`config.mk`:
```
export PLATFORM = sky130hd
export DESIGN_NAME = glyph_row_writer_flat
export DESIGN_NICKNAME = d
export VERILOG_FILES = /design/src/rtl/glyph_row_writer_pkg.sv /design/src/rtl/glyph_row_writer_if.sv /design/src/rtl/glyph_row_writer_packer.sv /design/src/rtl/glyph_row_writer.sv /design/src/flat_wrapper.sv
export SDC_FILE = /design/constraint.sdc
export NUM_CORES = 1
export LEC_CHECK = 0
export CORE_ASPECT_RATIO = 1.4
export CORE_MARGIN = 5
export CORE_UTILIZATION = 50
export CTS_CLUSTER_DIAMETER = 120
export DETAILED_ROUTE_END_ITERATION = 12
export HOLD_SLACK_MARGIN = 0.12
export PLACE_DENSITY = 0.81
export SLEW_MARGIN = 20
export SYNTH_ARGS = -nofsm -noshare
export SYNTH_HDL_FRONTEND = slang
export SYNTH_SLANG_ARGS = --single-unit
```
`constraint.sdc`:
```
create_clock -name clk -period 4.12 [get_ports clk]
set_clock_uncertainty 0.2 [all_clocks]
set_input_delay 1.03 -clock clk [delete_from_list [all_inputs] [get_ports clk]]
set_output_delay 1.03 -clock clk [all_outputs]
set_load 0.005 [all_outputs]
```
`src/rtl/glyph_row_writer_pkg.sv`:
```
// Shared glyph-store geometry and write-side FSM encodings.
// Defaults are common to the loader, the display reader and the glyph RAM.
package glyph_row_writer_pkg;

    localparam int DEF_ROW_W          = 16;
    localparam int DEF_ROWS_PER_GLYPH = 16;
    localparam int DEF_CHAR_W         = 7;
    localparam int DEF_ROW_AW         = 4;

    typedef enum logic [1:0] {
        ST_IDLE  = 2'd0,
        ST_LOAD  = 2'd1,
        ST_WRITE = 2'd2,
        ST_DONE  = 2'd3
    } state_t;

endpackage

```
`src/rtl/glyph_row_writer_if.sv`:
```
// Pixel stream in (valid/ready) plus glyph RAM write port out.
// master: loader/RAM side. slave: glyph_row_writer.
interface glyph_row_writer_if
    import glyph_row_writer_pkg::*;
#(
    parameter int ROW_W = DEF_ROW_W,
    parameter int AW    = DEF_CHAR_W + DEF_ROW_AW
) ();

    logic             pix_valid;
    logic             pix_bit;
    logic             pix_ready;
    logic             wr_en;
    logic [AW-1:0]    wr_addr;
    logic [ROW_W-1:0] wr_data;

    modport master (
        output pix_valid,
        output pix_bit,
        input  pix_ready,
        input  wr_en,
        input  wr_addr,
        input  wr_data
    );

    modport slave (
        input  pix_valid,
        input  pix_bit,
        output pix_ready,
        output wr_en,
        output wr_addr,
        output wr_data
    );

endinterface

```
`src/rtl/glyph_row_writer_packer.sv`:
```
// row_shift_packer: W-bit MSB-first shift register with bit counter.
// Ports: shift_en/bit_in shift one pixel, clear restarts the row,
// row_word = word including the bit being shifted now,
// row_full = this shift completes the row.
module row_shift_packer
    import glyph_row_writer_pkg::*;
#(
    parameter int W = DEF_ROW_W
) (
    input  logic         clk,
    input  logic         rst_n,
    input  logic         shift_en,
    input  logic         clear,
    input  logic         bit_in,
    output logic [W-1:0] row_word,
    output logic         row_full
);

    localparam int CW = $clog2(W + 1);

    logic [W-1:0]  shreg;
    logic [CW-1:0] bit_cnt;

    always_ff @(posedge clk or negedge rst_n) begin
        if (!rst_n) begin
            shreg   <= '0;
            bit_cnt <= '0;
        end else if (clear) begin
            shreg   <= '0;
            bit_cnt <= '0;
        end else if (shift_en) begin
            shreg   <= {shreg[W-2:0], bit_in};
            bit_cnt <= bit_cnt + 1'b1;
        end
    end

    // Look-ahead word lets the top capture the row on the same edge
    // that accepts its last pixel.
    assign row_word = {shreg[W-2:0], bit_in};
    assign row_full = shift_en && (bit_cnt == CW'(W - 1));

endmodule

```
`src/rtl/glyph_row_writer.sv`:
```
// glyph_row_writer: packs a serial pixel stream into glyph rows and
// writes them to the glyph RAM at {char_code, row}.
// Ports: clk, rst_n (async low); start/start_char/num_chars begin a load;
// abort cancels; busy/done report status; bus = pixel in + RAM write out.
module glyph_row_writer
    import glyph_row_writer_pkg::*;
#(
    parameter int ROW_W          = DEF_ROW_W,
    parameter int ROWS_PER_GLYPH = DEF_ROWS_PER_GLYPH,
    parameter int CHAR_W         = DEF_CHAR_W,
    parameter int ROW_AW         = DEF_ROW_AW
) (
    input  logic              clk,
    input  logic              rst_n,
    input  logic              start,
    input  logic [CHAR_W-1:0] start_char,
    input  logic [CHAR_W:0]   num_chars,
    input  logic              abort,
    output logic              busy,
    output logic              done,
    glyph_row_writer_if.slave bus
);

    state_t state;
    state_t state_nx;

    logic [ROW_AW-1:0]        row;
    logic [CHAR_W-1:0]        char_ptr;
    logic [CHAR_W:0]          remaining;
    logic [CHAR_W+ROW_AW-1:0] wr_addr_q;
    logic [ROW_W-1:0]         wr_data_q;

    logic             hs;
    logic             clear;
    logic             row_full;
    logic             last_row;
    logic             accept;
    logic [ROW_W-1:0] row_word;

    assign hs       = bus.pix_valid && (state == ST_LOAD);
    assign clear    = (state != ST_LOAD);
    assign last_row = (row == ROW_AW'(ROWS_PER_GLYPH - 1));
    assign accept   = (state == ST_IDLE) && start && !abort;

    row_shift_packer #(
        .W (ROW_W)
    ) u_packer (
        .clk      (clk),
        .rst_n    (rst_n),
        .shift_en (hs),
        .clear    (clear),
        .bit_in   (bus.pix_bit),
        .row_word (row_word),
        .row_full (row_full)
    );

    always_comb begin
        state_nx      = state;
        bus.pix_ready = 1'b0;
        bus.wr_en     = 1'b0;
        busy          = 1'b0;
        done          = 1'b0;
        unique case (state)
            ST_IDLE: begin
                if (accept) begin
                    state_nx = (num_chars != '0) ? ST_LOAD : ST_DONE;
                end
            end
            ST_LOAD: begin
                bus.pix_ready = 1'b1;
                busy          = 1'b1;
                if (abort) begin
                    state_nx = ST_IDLE;
                end else if (row_full) begin
                    state_nx = ST_WRITE;
                end
            end
            ST_WRITE: begin
                bus.wr_en = 1'b1;
                busy      = 1'b1;
                if (abort) begin
                    state_nx = ST_IDLE;
                end else if (last_row && remaining == (CHAR_W+1)'(1)) begin
                    state_nx = ST_DONE;
                end else begin
                    state_nx = ST_LOAD;
                end
            end
            ST_DONE: begin
                done     = 1'b1;
                state_nx = ST_IDLE;
            end
            default: state_nx = ST_IDLE;
        endcase
    end

    always_ff @(posedge clk or negedge rst_n) begin
        if (!rst_n) begin
            state     <= ST_IDLE;
            row       <= '0;
            char_ptr  <= '0;
            remaining <= '0;
            wr_addr_q <= '0;
            wr_data_q <= '0;
        end else begin
            state <= state_nx;
            if (accept && num_chars != '0) begin
                char_ptr  <= start_char;
                remaining <= num_chars;
                row       <= '0;
            end
            if (state == ST_WRITE && !abort) begin
                if (!last_row) begin
                    row <= row + 1'b1;
                end else begin
                    row       <= '0;
                    char_ptr  <= char_ptr + 1'b1;
                    remaining <= remaining - 1'b1;
                end
            end
            // Port registers load only when a write will follow, so
            // they hold the last written row otherwise.
            if (state == ST_LOAD && state_nx == ST_WRITE) begin
                wr_addr_q <= {char_ptr, row};
                wr_data_q <= row_word;
            end
        end
    end

    assign bus.wr_addr = wr_addr_q;
    assign bus.wr_data = wr_data_q;

endmodule

```
`src/flat_wrapper.sv`:
```
// flat-port wrapper written by rule: the top's interface ports become plain ports
module glyph_row_writer_flat import glyph_row_writer_pkg::*;
#(
    parameter int ROW_W          = DEF_ROW_W,
    parameter int ROWS_PER_GLYPH = DEF_ROWS_PER_GLYPH,
    parameter int CHAR_W         = DEF_CHAR_W,
    parameter int ROW_AW         = DEF_ROW_AW
)
  (clk, rst_n, start, start_char, num_chars, abort, busy, done, bus_pix_valid, bus_pix_bit, bus_pix_ready, bus_wr_en, bus_wr_addr, bus_wr_data);
  glyph_row_writer_if #(.ROW_W(ROW_W), .AW(11)) bus_i ();
  input  logic clk;
  input  logic rst_n;
  input  logic start;
  input  logic [CHAR_W-1:0] start_char;
  input  logic [CHAR_W:0] num_chars;
  input  logic abort;
  output logic busy;
  output logic done;
  input wire logic [$bits(bus_i.pix_valid)-1:0] bus_pix_valid;
  input wire logic [$bits(bus_i.pix_bit)-1:0] bus_pix_bit;
  output wire logic [$bits(bus_i.pix_ready)-1:0] bus_pix_ready;
  output wire logic [$bits(bus_i.wr_en)-1:0] bus_wr_en;
  output wire logic [$bits(bus_i.wr_addr)-1:0] bus_wr_addr;
  output wire logic [$bits(bus_i.wr_data)-1:0] bus_wr_data;
  assign bus_i.pix_valid = bus_pix_valid;
  assign bus_i.pix_bit = bus_pix_bit;
  assign bus_pix_ready = bus_i.pix_ready;
  assign bus_wr_en = bus_i.wr_en;
  assign bus_wr_addr = bus_i.wr_addr;
  assign bus_wr_data = bus_i.wr_data;
  glyph_row_writer #(.ROW_W(ROW_W), .ROWS_PER_GLYPH(ROWS_PER_GLYPH), .CHAR_W(CHAR_W), .ROW_AW(ROW_AW)) u_core (.clk(clk), .rst_n(rst_n), .start(start), .start_char(start_char), .num_chars(num_chars), .abort(abort), .busy(busy), .done(done), .bus(bus_i));
endmodule
```
Yosys cells after proc, flatten, opt, wreduce, memory -nomap -nowiden

Index checks and enable logic that the tools add are counted.

Add/subtract/negate cells: 4
Muxes and demuxes: 24
Reductions and logical operators: 14
Eq/ne operators: 8

Operators by type and width:

| operator                                             | count |
|---|---|
| 2-to-1 mux 15 bit                                    | 2 |
| 2-to-1 mux 8 bit                                     | 3 |
| 2-to-1 mux 7 bit                                     | 3 |
| 2-to-1 mux 2 bit                                     | 6 |
| 2-to-1 mux 4 bit                                     | 3 |
| 2-to-1 mux 5 bit                                     | 2 |
| equality test 8 x 1 -> 1 bit (second input constant) | 1 |
| logical AND 1 bit                                    | 8 |
| case mux 2 bit (4 select lines)                      | 1 |
| nonzero test 8 bit                                   | 1 |
| subtractor 8 x 1 -> 8 bit (second input constant)    | 1 |
| adder 7 x 1 -> 7 bit (second input constant)         | 1 |
| equality test 2 bit (second input constant)          | 3 |
| adder 5 x 1 -> 5 bit (second input constant)         | 1 |
| equality test 5 x 4 -> 1 bit (second input constant) | 1 |
| adder 4 x 1 -> 4 bit (second input constant)         | 1 |
| equality test 4 bit (second input constant)          | 1 |
| 2-to-1 mux 1 bit                                     | 4 |
| nonzero test 2 bit                                   | 2 |
| equality test 2 x 1 -> 1 bit (second input constant) | 1 |
| logical NOT 2 bit                                    | 1 |
| != test 2 x 1 -> 1 bit (second input constant)       | 1 |
| OR reduction 2 bit                                   | 1 |
| logical NOT 1 bit                                    | 1 |

Word-level logic and storage cells: 58
Bits of input ports: 21
Output and inout port bits: 31
Flip-flop bits (word level): 68

Depth between registers and ports, before layout

Depth after elaboration: 8
Mapped depth: 9
Depth with buffers taken out: 8

Modules after synthesis

From an unflattened synthesis, not the netlist that was laid out.

Cell total of the unflattened synthesis: 282
Area, all modules: 3432.0 um^2

Modules (own cells, without submodules):

| module           | cells each | area an instance (um^2) | instances | sequential area each (um^2) |
|---|---|---|---|---|
| glyph_row_writer | 208        | 2533.7                  | 1         | 1201.2 |
| row_shift_packer | 74         | 898.4                   | 1         | 500.5 |

Least setup slack after synthesis

No wires, ideal clock.

Path kind: input-to-reg
From: input port num_chars[5]
To: register u_core.wr_addr_q[10], in the netlist u_core.bus.wr_addr[10]
Data required time: 3.793 ns
Path buffers: 1
Cell stages on the path: 6
Setup slack: 1.016 ns
Data arrival time: 2.776 ns
Library setup time: 0.127 ns
Cells stage by stage: or4_4 -> nor3_1 -> a311oi_1 -> a211oi_4 -> buf_6 -> mux2_1

Longest elaborated chain between the ends: 6

RTL lines:

| item                            | line                    | source |
|---|---|---|
| from (decl)                     | flat_wrapper.sv:15      | `input logic [CHAR_W:0] num_chars;` |
| nonzero test 8 bit              | glyph_row_writer.sv:66  | `state_nx = (num_chars != '0) ? ST_LOAD : ST_DONE;` |
| 2-to-1 mux 2 bit                | glyph_row_writer.sv:66  |  |
| 2-to-1 mux 2 bit                | glyph_row_writer.sv:65  | `if (accept) begin` |
| case mux 2 bit (4 select lines) | glyph_row_writer.sv:63  | `unique case (state)` |
| equality test 2 bit             | glyph_row_writer.sv:123 | `if (state == ST_LOAD && state_nx == ST_WRITE) begin` |
| logical AND 1 bit               | glyph_row_writer.sv:123 |  |
| to (signal assigned)            | glyph_row_writer.sv:124 | `wr_addr_q <= {char_ptr, row};` |
| to (decl)                       | glyph_row_writer.sv:30  | `logic [CHAR_W+ROW_AW-1:0] wr_addr_q;` |

Every way passes these cells.
A chain may end at the register's enable or synchronous reset.

Worst setup path in the final report

From: input port num_chars[1]
To: register u_core.wr_data_q[15], in the netlist u_core.bus.wr_data[15]

Longest elaborated chain between the ends: 6

RTL lines:

| item                            | line                    | source |
|---|---|---|
| nonzero test 8 bit              | glyph_row_writer.sv:66  |  |
| 2-to-1 mux 2 bit                | glyph_row_writer.sv:66  |  |
| 2-to-1 mux 2 bit                | glyph_row_writer.sv:65  |  |
| case mux 2 bit (4 select lines) | glyph_row_writer.sv:63  |  |
| equality test 2 bit             | glyph_row_writer.sv:123 |  |
| logical AND 1 bit               | glyph_row_writer.sv:123 |  |
| to (signal assigned)            | glyph_row_writer.sv:125 | `wr_data_q <= row_word;` |
| to (decl)                       | glyph_row_writer.sv:31  | `logic [ROW_W-1:0] wr_data_q;` |

Every way passes these cells.

==> results.md <==
- Die width: 77.0 um
- Final wirelength: 6.06 mm
- Fillers: 491
- R2R setup slack: 1.48 ns
- Worst r2r src: u_core.state[0]
- Worst-skew pair later-pin latency: 0.33 ns
- Post-synth top area share: 54.2%
- Number of detailed-route iterations in the first pass: 4
- Placer Congestion: 0.910
- Total global-route track usage: 16.0%
- Main combinational cell family by area after synthesis: multiplexers
- Root Buffer Master: clkbuf_8
- Largest net degree at the start of global routing: 69
- CTS Hold Bufs: 0
- Row Count: 34
- Cells after Synth: 277
- Setup_tns: 0 ns
- CP Capture Type: flop
- Placed cell count: 393
- Global-route wire length before repair: 10.4 mm
- Ranking of synthesized cells by area: dfrtp_1 (54%), mux2_1 (7.2%), mux2i_1 (5.4%), nor2_1 (4.1%), ha_1 (4.0%)
- Share of synthesized cell area in full adder, half adder and majority cells: 3.98%
- Top_reg_cell synth: dfrtp_1
- Post-cts repair resize count: 0
- Crit path launch type: input pin
- FF-to-FF End: u_core.bus.wr_data[15]
- Yosys warns: 0
- Ys async rst share: 100%
- Multiplexer share of the synthesized area: 15.1%
- Clock buffer depth: 2
- FF+latch count, synth: 68
- Number of max-cap violations: 0
- Number of synthesized flops with an enable pin: 0
- Min-Delay Endpoint: u_core.bus.wr_data[5]
- Register area share after synthesis: 54.2%
- Max FO, Critical Path: 16
- Die Area: 7990 um^2
- Most common cell after layout, fill and taps aside: dfrtp_1
- WS Path Type: in2reg
- Post-Synthesis Cell Area: 3140 um^2
- Net Count, Synth: 308
- Post-layout minimum cycle time: 3.21 ns
- Antenna Nets Post-Route: 0
- Fin Hold WS: 0.281 ns
- Vias in the first global route: 2,265
- Largest area contributor in the netlist: dfrtp_1
- Via count: 2,258
- Setup Viol. Count Final: 0
- Worst slew pin tran: 0.841 ns
- Grt ovf: 0
- DP HPWL: 4.30 mm
- Pwr/cell area: 435 nW/um^2
- Non-Filler Instances: 407
- Synth-to-Final Area Change: 24.3%
- Critical path startpoint: num_chars[1]
- Core ar.: 6170 um^2
- Worst Min Path Start: u_core.bus.wr_data[5]
- Antenna violations before repair: 0
- Min-Delay Path Depth: 1
- Slew Limit Headroom: 43.9%
- Period utilization: 78.0%
- Final hold vios: 0
- Fin area: 3900 um^2
- CTS tree: yes
- Via density: 5.55
- Post-synthesis compound-gate area fraction: 9.32%
- Synth unique cells: 42
- # Post-CTS Setup Buffers: 0
- XOR/XNOR share of the synthesized area: 0.837%
- Avg Cell Area, Syn: 11.3 um^2
- H-Tree Level Count: 3
- CTS Buf Count: 9
- Final Max Tran Viols: 0
- Layout Nets: 363
- Starting utilization of the core area: 50.9%
- Leakage power total: 1.83 nW
- R2R depth: 8
- Ant. Diodes: 0
- Highest-count cells in the layout ignoring fill and taps: dfrtp_1 (68), clkdlybuf4s50_1 (50), nor2_1 (34)
- DR WL/cell: 14.9 um
- Port bufs: 51
- Synth Area in Simple Gates: 13.6%
- PnR worst setup slack: 0.906 ns
- Reg clk slew, reported paths: 0.06 ns
- Initial DRC count: 121
- Class of the worst hold path: reg2reg
- Die Y: 104 um
- Max rail drop VDD: 269 uV
- Status: complete, no violations
- DP Area: 3710 um^2
- # clock sinks: 68
- WP data required: 4.14 ns
- Worst EP arrival: 3.23 ns
- Layout cells sized above 1: 8.96%
- Top Ports: 52
- RSZ-0062 raised after global routing: no
- Drt drc: 0
- Dpl ws: 0.535 ns
- Max Clk Rate: 0.311 GHz
## critical path, cell delays in order
cell             delay (ns)
clkdlybuf4s50_1        0.45
or4_1                  0.58
nor3_1                 0.17
a311oi_1               0.11
a211oi_4               0.24
buf_4                  0.28
mux2_2                 0.36
## flip-flops by register name (all words and copies together) (netlist names)
register and count:
u_core.row 4, u_core.bus.wr_data 16, u_core.remaining 8, u_core.u_packer.shreg 15
u_core.char_ptr 7, u_core.u_packer.bit_cnt 5, u_core.bus.wr_addr 11, u_core.state 2
## routing by layer
layer / vias to the layer above / track usage [%] / part of all wire (%)
met5: - / 0 / 0
met4: 0 / 6.76 / 1.3
met3: 7 / 3.91 / 5.3
met1: 1088 / 19.1 / 42
li1: 1101 / - / -
met2: 62 / 27.3 / 51
## logic make-up after synthesis
kind of cell / count (synthesis)
xor+xnor: 3
buf+inv: 21
flops: 68
mux: 44
simple gates: 88
fa+ha+maj: 10
compound gates: 43
## cells in the mapped netlist, types with 2 or more instances
cell / n
a221o_1: 2
nand2b_1: 4
mux2_2: 7
buf_1: 4
a21oi_1: 9
nor2_1: 34
nor4_1: 4
mux2_1: 20
and3_1: 3
nand2_1: 15
nand4_1: 3
or4_1: 2
nor3_1: 9
ha_1: 10
dfrtp_1: 68
a211oi_1: 6
o21ai_0: 13
buf_6: 2
nand3_1: 6
a221oi_1: 2
xor2_1: 2
inv_1: 9
mux2i_1: 17
o31ai_1: 2
a311oi_1: 2
clkbuf_1: 6
## through the flow
step                      power (mW)  util, %
after CTS                       1.71     63.3
after detailed placement        1.18     60.2
after global routing            1.79     63.3
after floorplan                 1.05        -
final                           1.70     63.3
after global placement          1.16     60.2
## power by group
group / switching, mW / internal (mW)
Combinational: 0.184 / 0.147
Sequential: 0.0880 / 0.749
Clock: 0.224 / 0.305
Total: 0.497 / 1.20
## final cells by class
cell class                 instances  area [um^2]  share of cell area (%)
timing repair buffer              56          543                    13.9
tap                               72         90.1                    2.31
multi-input combinational        188         1350                    34.5
clock buffer                      12          155                    3.97
clock inverter                     2         35.0                   0.897
sequential                        68         1700                    43.6
inverter                           9         33.8                   0.865
## worst max-delay path by stage
stage | depth (start not counted) | to | slack [ns]
after CTS | 7 | u_core.bus.wr_addr[0] | 0.90
after global routing | 7 | u_core.bus.wr_data[9] | 0.75
after floorplan | 6 | u_core.bus.wr_addr[10] | 1.02
after detailed placement | 7 | u_core.bus.wr_addr[0] | 0.53
after global placement | 7 | u_core.bus.wr_addr[0] | 0.61
final | 7 | u_core.bus.wr_data[15] | 0.91
No activity file was read; power rests on OpenSTA's default activity.
